==> config.mk <==
export PLATFORM = sky130hd
export DESIGN_NAME = hnoc_pe_endpoint
export DESIGN_NICKNAME = d
export VERILOG_FILES = /design/src/rtl/hnoc_pkg.sv /design/src/rtl/hnoc_ep_fifo.sv /design/src/rtl/hnoc_pe_endpoint.sv
export SDC_FILE = /design/constraint.sdc
export NUM_CORES = 1
export LEC_CHECK = 0
export CELL_PAD_IN_SITES_DETAIL_PLACEMENT = 1
export CELL_PAD_IN_SITES_GLOBAL_PLACEMENT = 2
export CORE_MARGIN = 3
export CORE_UTILIZATION = 44
export DETAILED_ROUTE_END_ITERATION = 12
export PLACE_DENSITY_LB_ADDON = 0.15
export SLEW_MARGIN = 10
export SYNTH_ARGS = -nofsm -noshare
export SYNTH_HDL_FRONTEND = slang
export SYNTH_HIERARCHICAL = 1
export SYNTH_SLANG_ARGS = --single-unit
==> constraint.sdc <==
create_clock -name i_sclk -period 4.7 [get_ports i_sclk]
set_input_delay 0.94 -clock i_sclk [delete_from_list [all_inputs] [get_ports i_sclk]]
set_output_delay 0.94 -clock i_sclk [all_outputs]
set_load 0.1 [all_outputs]
==> src/rtl/hnoc_pkg.sv <==
// Shared definitions for the HNoC PE endpoint: packet field positions,
// default widths and status-counter widths.
package hnoc_pkg;

    localparam int unsigned DEF_DATA_W = 32;
    localparam int unsigned DEF_ADDR_W = 3;

    localparam int unsigned TX_CNT_W  = 16;
    localparam int unsigned RX_CNT_W  = 16;
    localparam int unsigned MIS_CNT_W = 8;

    // Packets are {addr, payload}; payload always starts at bit 0.
    localparam int unsigned PKT_PAYLOAD_LSB = 0;

    function automatic int unsigned pkt_addr_lsb(input int unsigned data_w);
        return data_w;
    endfunction

    function automatic int unsigned pkt_width(input int unsigned data_w,
                                              input int unsigned addr_w);
        return data_w + addr_w;
    endfunction

    function automatic logic [MIS_CNT_W-1:0] sat_inc_mis(input logic [MIS_CNT_W-1:0] v);
        return (&v) ? v : v + 1'b1;
    endfunction

endpackage

==> src/rtl/hnoc_ep_fifo.sv <==
// First-word-fall-through FIFO, power-of-two depth; head visible the cycle after push,
// reads as zero when empty. Push is ignored when full, pop ignored when empty.
module hnoc_ep_fifo
    import hnoc_pkg::*;
#(
    parameter int unsigned Width = 8,
    parameter int unsigned Depth = 4
) (
    input  logic             clk_i,
    input  logic             rst_ni,
    input  logic             push_i,
    input  logic [Width-1:0] data_i,
    input  logic             pop_i,
    output logic [Width-1:0] data_o,
    output logic             full_o,
    output logic             empty_o
);

    localparam int unsigned PtrW = $clog2(Depth);

    logic [PtrW-1:0]  wr_ptr_q, wr_ptr_d;
    logic [PtrW-1:0]  rd_ptr_q, rd_ptr_d;
    logic [PtrW:0]    count_q, count_d;
    logic [Width-1:0] mem_q [Depth];
    logic             do_push, do_pop;

    assign full_o  = (count_q == (PtrW+1)'(Depth));
    assign empty_o = (count_q == '0);
    assign do_push = push_i & ~full_o;
    assign do_pop  = pop_i & ~empty_o;

    // Gating the head on empty keeps stale entries off the output after reset.
    assign data_o = empty_o ? '0 : mem_q[rd_ptr_q];

    always_comb begin
        wr_ptr_d = wr_ptr_q;
        rd_ptr_d = rd_ptr_q;
        count_d  = count_q;
        if (do_push) begin
            wr_ptr_d = wr_ptr_q + PtrW'(1);
        end
        if (do_pop) begin
            rd_ptr_d = rd_ptr_q + PtrW'(1);
        end
        unique case ({do_push, do_pop})
            2'b10:   count_d = count_q + 1'b1;
            2'b01:   count_d = count_q - 1'b1;
            default: count_d = count_q;
        endcase
    end

    always_ff @(posedge clk_i or negedge rst_ni) begin
        if (!rst_ni) begin
            wr_ptr_q <= '0;
            rd_ptr_q <= '0;
            count_q  <= '0;
        end else begin
            wr_ptr_q <= wr_ptr_d;
            rd_ptr_q <= rd_ptr_d;
            count_q  <= count_d;
        end
    end

    always_ff @(posedge clk_i) begin
        if (do_push) begin
            mem_q[wr_ptr_q] <= data_i;
        end
    end

endmodule

==> src/rtl/hnoc_pe_endpoint.sv <==
// PE-side NoC endpoint: core words buffered out to the NoC, packets for MyAddr buffered in;
// one-cycle FIFO latency each way, ready = FIFO not-full, all handshakes valid/ready.
module hnoc_pe_endpoint
    import hnoc_pkg::*;
#(
    parameter int unsigned DataWidth = DEF_DATA_W,
    parameter int unsigned AddrWidth = DEF_ADDR_W,
    parameter int unsigned MyAddr    = 0,
    parameter int unsigned FifoDepth = 4
) (
    input  logic                           i_sclk,
    input  logic                           i_reset,

    input  logic [AddrWidth-1:0]           i_tx_dest,
    input  logic [DataWidth-1:0]           i_tx_data,
    input  logic                           i_tx_valid,
    output logic                           o_tx_ready,

    output logic [DataWidth+AddrWidth-1:0] o_noc_data,
    output logic                           o_noc_data_valid,
    input  logic                           i_noc_data_ready,

    input  logic [DataWidth+AddrWidth-1:0] i_noc_data,
    input  logic                           i_noc_data_valid,
    output logic                           o_noc_data_ready,

    output logic [DataWidth-1:0]           o_rx_data,
    output logic                           o_rx_valid,
    input  logic                           i_rx_ready,

    input  logic                           i_clr_counts,
    output logic [TX_CNT_W-1:0]            o_tx_count,
    output logic [RX_CNT_W-1:0]            o_rx_count,
    output logic [MIS_CNT_W-1:0]           o_misroute_count
);

    localparam int unsigned PktW    = pkt_width(DataWidth, AddrWidth);
    localparam int unsigned AddrLsb = pkt_addr_lsb(DataWidth);

    logic                 tx_full, tx_empty, tx_push, tx_pop;
    logic                 rx_full, rx_empty, rx_push, rx_pop;
    logic                 noc_accept, for_me, misroute;
    logic [AddrWidth-1:0] rx_addr;
    logic [PktW-1:0]      tx_pkt;

    logic [TX_CNT_W-1:0]  tx_cnt_q, tx_cnt_d;
    logic [RX_CNT_W-1:0]  rx_cnt_q, rx_cnt_d;
    logic [MIS_CNT_W-1:0] mis_cnt_q, mis_cnt_d;

    // Readies are forced low for the whole reset window, not just until the first edge.
    assign o_tx_ready       = i_reset & ~tx_full;
    assign tx_push          = i_tx_valid & o_tx_ready;
    assign tx_pkt           = {i_tx_dest, i_tx_data};
    assign o_noc_data_valid = ~tx_empty;
    assign tx_pop           = o_noc_data_valid & i_noc_data_ready;

    assign o_noc_data_ready = i_reset & ~rx_full;
    assign noc_accept       = i_noc_data_valid & o_noc_data_ready;
    assign rx_addr          = i_noc_data[AddrLsb +: AddrWidth];
    assign for_me           = (rx_addr == AddrWidth'(MyAddr));
    assign rx_push          = noc_accept & for_me;
    assign misroute         = noc_accept & ~for_me;
    assign o_rx_valid       = ~rx_empty;
    assign rx_pop           = o_rx_valid & i_rx_ready;

    hnoc_ep_fifo #(
        .Width (PktW),
        .Depth (FifoDepth)
    ) u_tx_fifo (
        .clk_i   (i_sclk),
        .rst_ni  (i_reset),
        .push_i  (tx_push),
        .data_i  (tx_pkt),
        .pop_i   (tx_pop),
        .data_o  (o_noc_data),
        .full_o  (tx_full),
        .empty_o (tx_empty)
    );

    hnoc_ep_fifo #(
        .Width (DataWidth),
        .Depth (FifoDepth)
    ) u_rx_fifo (
        .clk_i   (i_sclk),
        .rst_ni  (i_reset),
        .push_i  (rx_push),
        .data_i  (i_noc_data[PKT_PAYLOAD_LSB +: DataWidth]),
        .pop_i   (rx_pop),
        .data_o  (o_rx_data),
        .full_o  (rx_full),
        .empty_o (rx_empty)
    );

    // Clear wins over any increment landing on the same edge.
    always_comb begin
        tx_cnt_d  = tx_cnt_q;
        rx_cnt_d  = rx_cnt_q;
        mis_cnt_d = mis_cnt_q;
        if (i_clr_counts) begin
            tx_cnt_d  = '0;
            rx_cnt_d  = '0;
            mis_cnt_d = '0;
        end else begin
            if (tx_pop) begin
                tx_cnt_d = tx_cnt_q + 1'b1;
            end
            if (rx_pop) begin
                rx_cnt_d = rx_cnt_q + 1'b1;
            end
            if (misroute) begin
                mis_cnt_d = sat_inc_mis(mis_cnt_q);
            end
        end
    end

    always_ff @(posedge i_sclk or negedge i_reset) begin
        if (!i_reset) begin
            tx_cnt_q  <= '0;
            rx_cnt_q  <= '0;
            mis_cnt_q <= '0;
        end else begin
            tx_cnt_q  <= tx_cnt_d;
            rx_cnt_q  <= rx_cnt_d;
            mis_cnt_q <= mis_cnt_d;
        end
    end

    assign o_tx_count       = tx_cnt_q;
    assign o_rx_count       = rx_cnt_q;
    assign o_misroute_count = mis_cnt_q;

endmodule

=== After elaboration in Yosys (flattened, before gate mapping) ===
Memories as Yosys holds them, arrays and structs flattened.
Index checks and enable logic that the tools add are counted.

* Bits in latches: 0
* Input port bits: 77
* RAM bits: 268
* Bits in read-only memories: 0
* Output and inout bits: 111
* Memories: 2
* Bits in registers: 54

* $add $sub $neg: 11
* Shift operators: 0
* Multipliers: 0
* Multiplexer cells: 15
* Bitwise operators: 17
* Equal/unequal tests: 7
* Magnitude comparators: 0
* Reductions and logical operators: 10
* Divide/modulo/power cells: 0

{| class="wikitable"
|+ Memories
! memory !! depth !! bits a word !! read ports !! clocked after memory_dff !! write ports !! RTL line !! RTL
|-
| u_tx_fifo.mem_q || 4 || 35 || 1 || 0 || 1 || hnoc_ep_fifo.sv:24 || <nowiki>logic [Width-1:0] mem_q [Depth];</nowiki>
|-
| u_rx_fifo.mem_q || 4 || 32 || 1 || 0 || 1 || hnoc_ep_fifo.sv:24 ||
|}

{| class="wikitable"
|+ Operators with widths
! operator !! number
|-
| 16-bit 2-to-1 mux || 4
|-
| 35-bit 2-to-1 mux || 1
|-
| 16-bit by 1-bit adder with 16-bit output (second input constant) || 2
|-
| 32-bit 2-to-1 mux || 1
|-
| 8-bit 2-to-1 mux || 3
|-
| 1-bit AND || 12
|-
| 3-bit one-hot mux with 2 select lines || 2
|-
| 2-bit nonzero test || 5
|-
| 3-bit zero test || 3
|-
| 2-bit by 1-bit adder with 2-bit output (second input constant) || 4
|-
| 8-bit by 1-bit adder with 8-bit output (second input constant) || 1
|-
| 8-bit AND reduction || 1
|-
| 3-bit by 1-bit adder with 3-bit output (second input constant) || 2
|-
| 3-bit equality test (second input constant) || 2
|-
| 3-bit by 1-bit subtractor with 3-bit output (second input constant) || 2
|-
| 1-bit NOT || 5
|-
| 2-bit by 1-bit equality test with 1-bit output (second input constant) || 2
|-
| 2-bit equality test (second input constant) || 2
|-
| 1-bit 2-to-1 mux || 4
|-
| 2-bit inequality test (second input constant) || 1
|-
| 2-bit AND reduction || 1
|}

=== Logic depth before layout (Yosys ltp) ===
* Word-level depth: 8
* Depth in mapped cells: 12
* Depth with buffers taken out: 11

=== Hierarchy ===
The synthesis kept the hierarchy.

{| class="wikitable"
|+ By module, submodules not included
! module !! cells an instance !! area an instance (um^2) !! instances !! seq. area each (um^2)
|-
| hnoc_ep_fifo (u_tx_fifo) || 260 || 5821.8 || 1 || 4379.2
|-
| hnoc_ep_fifo (u_rx_fifo) || 241 || 5291.3 || 1 || 4018.9
|-
| hnoc_pe_endpoint || 223 || 2110.8 || 1 || 1001.0
|}

=== Least setup slack after synthesis ===
No wires, ideal clock.

* Kind: input -> register
* Start: in i_reset
* End: mem u_tx_fifo/mem_q[0][0] (netlist bit) (enable)
* Path buffers: 0
* Setup time: 0.395 ns
* Arrival: 3.698 ns
* Setup slack: 0.607 ns
* Cell stages on the path: 4
* Cell sequence: nor2b_1 and2_1 nor2b_2 and2_1

* Cells in the longest elaborated chain, start to end: 5

{| class="wikitable"
|+ RTL lines
! item !! RTL line !! RTL
|-
| start: declaration || hnoc_pe_endpoint.sv:12 || <nowiki>input logic i_reset,</nowiki>
|-
| 1-bit AND || hnoc_pe_endpoint.sv:51 || <nowiki>assign o_tx_ready = i_reset & ~tx_full;</nowiki>
|-
| 1-bit AND || hnoc_pe_endpoint.sv:52 || <nowiki>assign tx_push = i_tx_valid & o_tx_ready;</nowiki>
|-
| named net tx_push || hnoc_pe_endpoint.sv:40 || <nowiki>logic tx_full, tx_empty, tx_push, tx_pop;</nowiki>
|-
| 1-bit AND || hnoc_ep_fifo.sv:29 || <nowiki>assign do_push = push_i & ~full_o;</nowiki>
|-
| 1-bit 2-to-1 mux || hnoc_ep_fifo.sv:65 || <nowiki>if (do_push) begin</nowiki>
|-
| 1-bit 2-to-1 mux (implied by the code) || hnoc_ep_fifo.sv:66 || <nowiki>mem_q[wr_ptr_q] <= data_i;</nowiki>
|-
| end: declaration || hnoc_ep_fifo.sv:24 ||
|}

The timed path passes the listed nets, and every way through them passes these cells.

=== Worst setup path in the final report ===
* Start: reg u_rx_fifo.rd_ptr_q[1]
* End: out o_rx_data[14]

* Cells in the longest elaborated chain, start to end: 2

{| class="wikitable"
|+ RTL lines
! item !! RTL line !! RTL
|-
| start: declaration || hnoc_ep_fifo.sv:22 || <nowiki>logic [PtrW-1:0] rd_ptr_q, rd_ptr_d;</nowiki>
|-
| start signal: assignment || hnoc_ep_fifo.sv:59 || <nowiki>rd_ptr_q <= rd_ptr_d;</nowiki>
|-
| memory read 4 x 32 bit || - ||
|-
| 32-bit 2-to-1 mux || hnoc_ep_fifo.sv:33 || <nowiki>assign data_o = empty_o ? '0 : mem_q[rd_ptr_q];</nowiki>
|-
| end: declaration || hnoc_pe_endpoint.sv:27 || <nowiki>output logic [DataWidth-1:0] o_rx_data,</nowiki>
|}

No other way between the ends.

==> reports/qor.yml <==
pin_count: 188
synth_edf_count: 268
antenna_left: 0
r2r-end: "u_tx_fifo/count_q[1]$_DFFE_PN0P_"
wl_um: 27800
htreeDepth: 2
dieArea_mm2: 0.0322
cts_tree: "yes"
crit_arrival_ps: 2560
routed_via_density: 5.28
insertion_delay_ps: 510
vias: 7076
hold_class: "in2async"
crit_type: "reg2out"
syn_nets: 816
wl_per_cell_um: 20.7
cts_hold_buf: 0
cp.required_ps: 3760
cts.repair.resized: 0
first_pass_iters: 4
rows: 62
grt_overflow: 0
clk_pin_slew_ps: 60
layout_common_cells: "edfxtp_1 (268), clkdlybuf4s50_1 (117), buf_4 (81)"
n_fill_cell: 2709
finalCritPeriodShare_pct: 74.4
fin_area_mm2: 0.0164
reg2reg_from: "u_tx_fifo/count_q[0]$_DFFE_PN0P_"
register_area_mm2: 0.00940
grt_max_degree: 50
layout_commonest_cell: "edfxtp_1"
cts_setup_buffers: 0
ys_ff_latch: 322
drv_cap: 0
synthFlopType: "edfxtp_1"
die_y_um: 179
crit_fanout: 19
clock_sinks: 322
drc: 0
multi_input_area_mm2: 0.00354
clockRootBuffer: "clkbuf_16"
final_max_slew_viol_count: 0
worstRegToRegCells: 9
setup_violations: 0
crit_path_end_kind: "output pin"
cts_made_buffers: 36
status: "completed"
antenna_found_initial: 2
final-hold-violation-count: 0
dp_hpwl_um: 18000
tightest_slew_ps: 1020
gp_congestion: 0.770
relSlewSlack_pct: 31.8
yosysWarnings: 6
drt_iter0_markers: 376
fmax_ghz: 0.286
core_area_mm2: 0.0292
ys_types: 54
grt_pass1_wl_um: 43400
grt_pass1_vias: 7707
synthArstFlopShare_pct: 16.8
rsz0062_at_grt: "no"
die_w_um: 179
worstSetupStartpointType: "flip-flop"
synth_seq_area_share_pct: 71.1
placed_area_mm2: 0.0153
clockBufferDepth: 3
port_buffers: 187
fin_tns_setup_ps: 0
finalCriticalPeriod_ps: 3500
finalNetCount: 1024
grtUsageTotal_pct: 17.5
finClkSkew_ps: 19.0
initial_core_util_pct: 45.3
drive_above_1_share_pct: 23.7
syn_inst: 724
synth.cell_area_mm2: 0.0132
diodes: 0
syn2layout_area_growth_pct: 23.9
synth.avg_cell_area_um2: 18.3
rrSetupSlack_ps: 1860
final cells by class:
cell class	count	share of cell area [%]
Sequential cell	322	57.4
Multi-Input combinational cell	354	21.6
Timing Repair Buffer	200	11.0
Clock inverter	19	0.787
Inverter	18	0.412
Tap cell	384	2.93
Clock buffer	44	5.87
cells by family (layout without fill, tap and decap cells):
family	after synthesis	count (layout)	share of synthesized area [%]
multiplexers	74	74	12.0
XOR/XNOR	34	34	2.25
AO/OA/AOI/OAI	30	30	1.39
flip-flops	322	322	71.1
buffers and inverters	48	281	2.29
AND/OR/NAND/NOR	201	201	9.43
adder cells (fa/ha/maj)	15	15	1.53
layer usage:
metal	track usage, %	share of wire, %
met5	0	0.086
met4	4.06	1.7
met3	4.36	6.3
met2	28.6	49
met1	24.0	43
worst max path at each step:
stage	from	end	slack, ps	cells after the start
floorplan	i_reset	u_tx_fifo/mem_q[0][0]$_DFFE_PP_	610	4
global placement	i_noc_data[33]	u_rx_fifo/mem_q[0][14]$_DFFE_PP_	1140	6
detailed placement	i_noc_data[33]	u_rx_fifo/mem_q[0][19]$_DFFE_PP_	1040	6
CTS	u_rx_fifo/rd_ptr_q[0]$_DFFE_PN0P_	o_rx_data[4]	1130	4
global route	u_rx_fifo/rd_ptr_q[0]$_DFFE_PN0P_	o_rx_data[26]	1050	4
finish	u_rx_fifo/rd_ptr_q[1]$_DFFE_PN0P_	o_rx_data[14]	1200	4
through the flow:
stage	worst slack [ps]	hold WS, ps	std cells	utilization [%]
3_3_place_gp	1140	489	1278	52.4
6_report	1200	296	1341	56.2
3_5_place_dp	1040	528	1278	52.4
2_1_floorplan	607	454	724	-
5_1_grt	1050	287	1341	56.2
4_1_cts	1130	278	1341	56.2
Yosys cell counts, types with 10 or more instances:
cell type,instances,area (um2)
nor2b_4,11,151
nand3_1,13,65.1
nor3_1,10,50.1
a21oi_1,11,55.1
xor2_1,21,184
buf_2,13,65.1
dfrtp_1,54,1350
ha_1,13,163
nand4_1,10,62.6
and2_1,10,62.6
nand2_1,14,52.6
nor2b_1,59,369
nor2_1,38,143
edfxtp_1,268,8050
mux4_2,65,1460
xnor2_1,13,114
inv_1,18,67.6
sequential cells by signal, summed over array words and instances (netlist names):
name                flops
o_misroute_count        8
o_rx_count             16
o_tx_count             16
u_rx_fifo/count_q       3
u_rx_fifo/mem_q       128
u_rx_fifo/rd_ptr_q      2
u_rx_fifo/wr_ptr_q      2
u_tx_fifo/count_q       3
u_tx_fifo/mem_q       140
u_tx_fifo/rd_ptr_q      2
u_tx_fifo/wr_ptr_q      2
critical path, stage by stage (launching register included):
cell and delay (ps):
dfrtp_1 780, buf_4 430, mux4_2 260, nor2b_1 240
buf_4 340
Power is not shown: default switching activity piles up to over one toggle a cycle in this logic, so the estimate is an artifact.
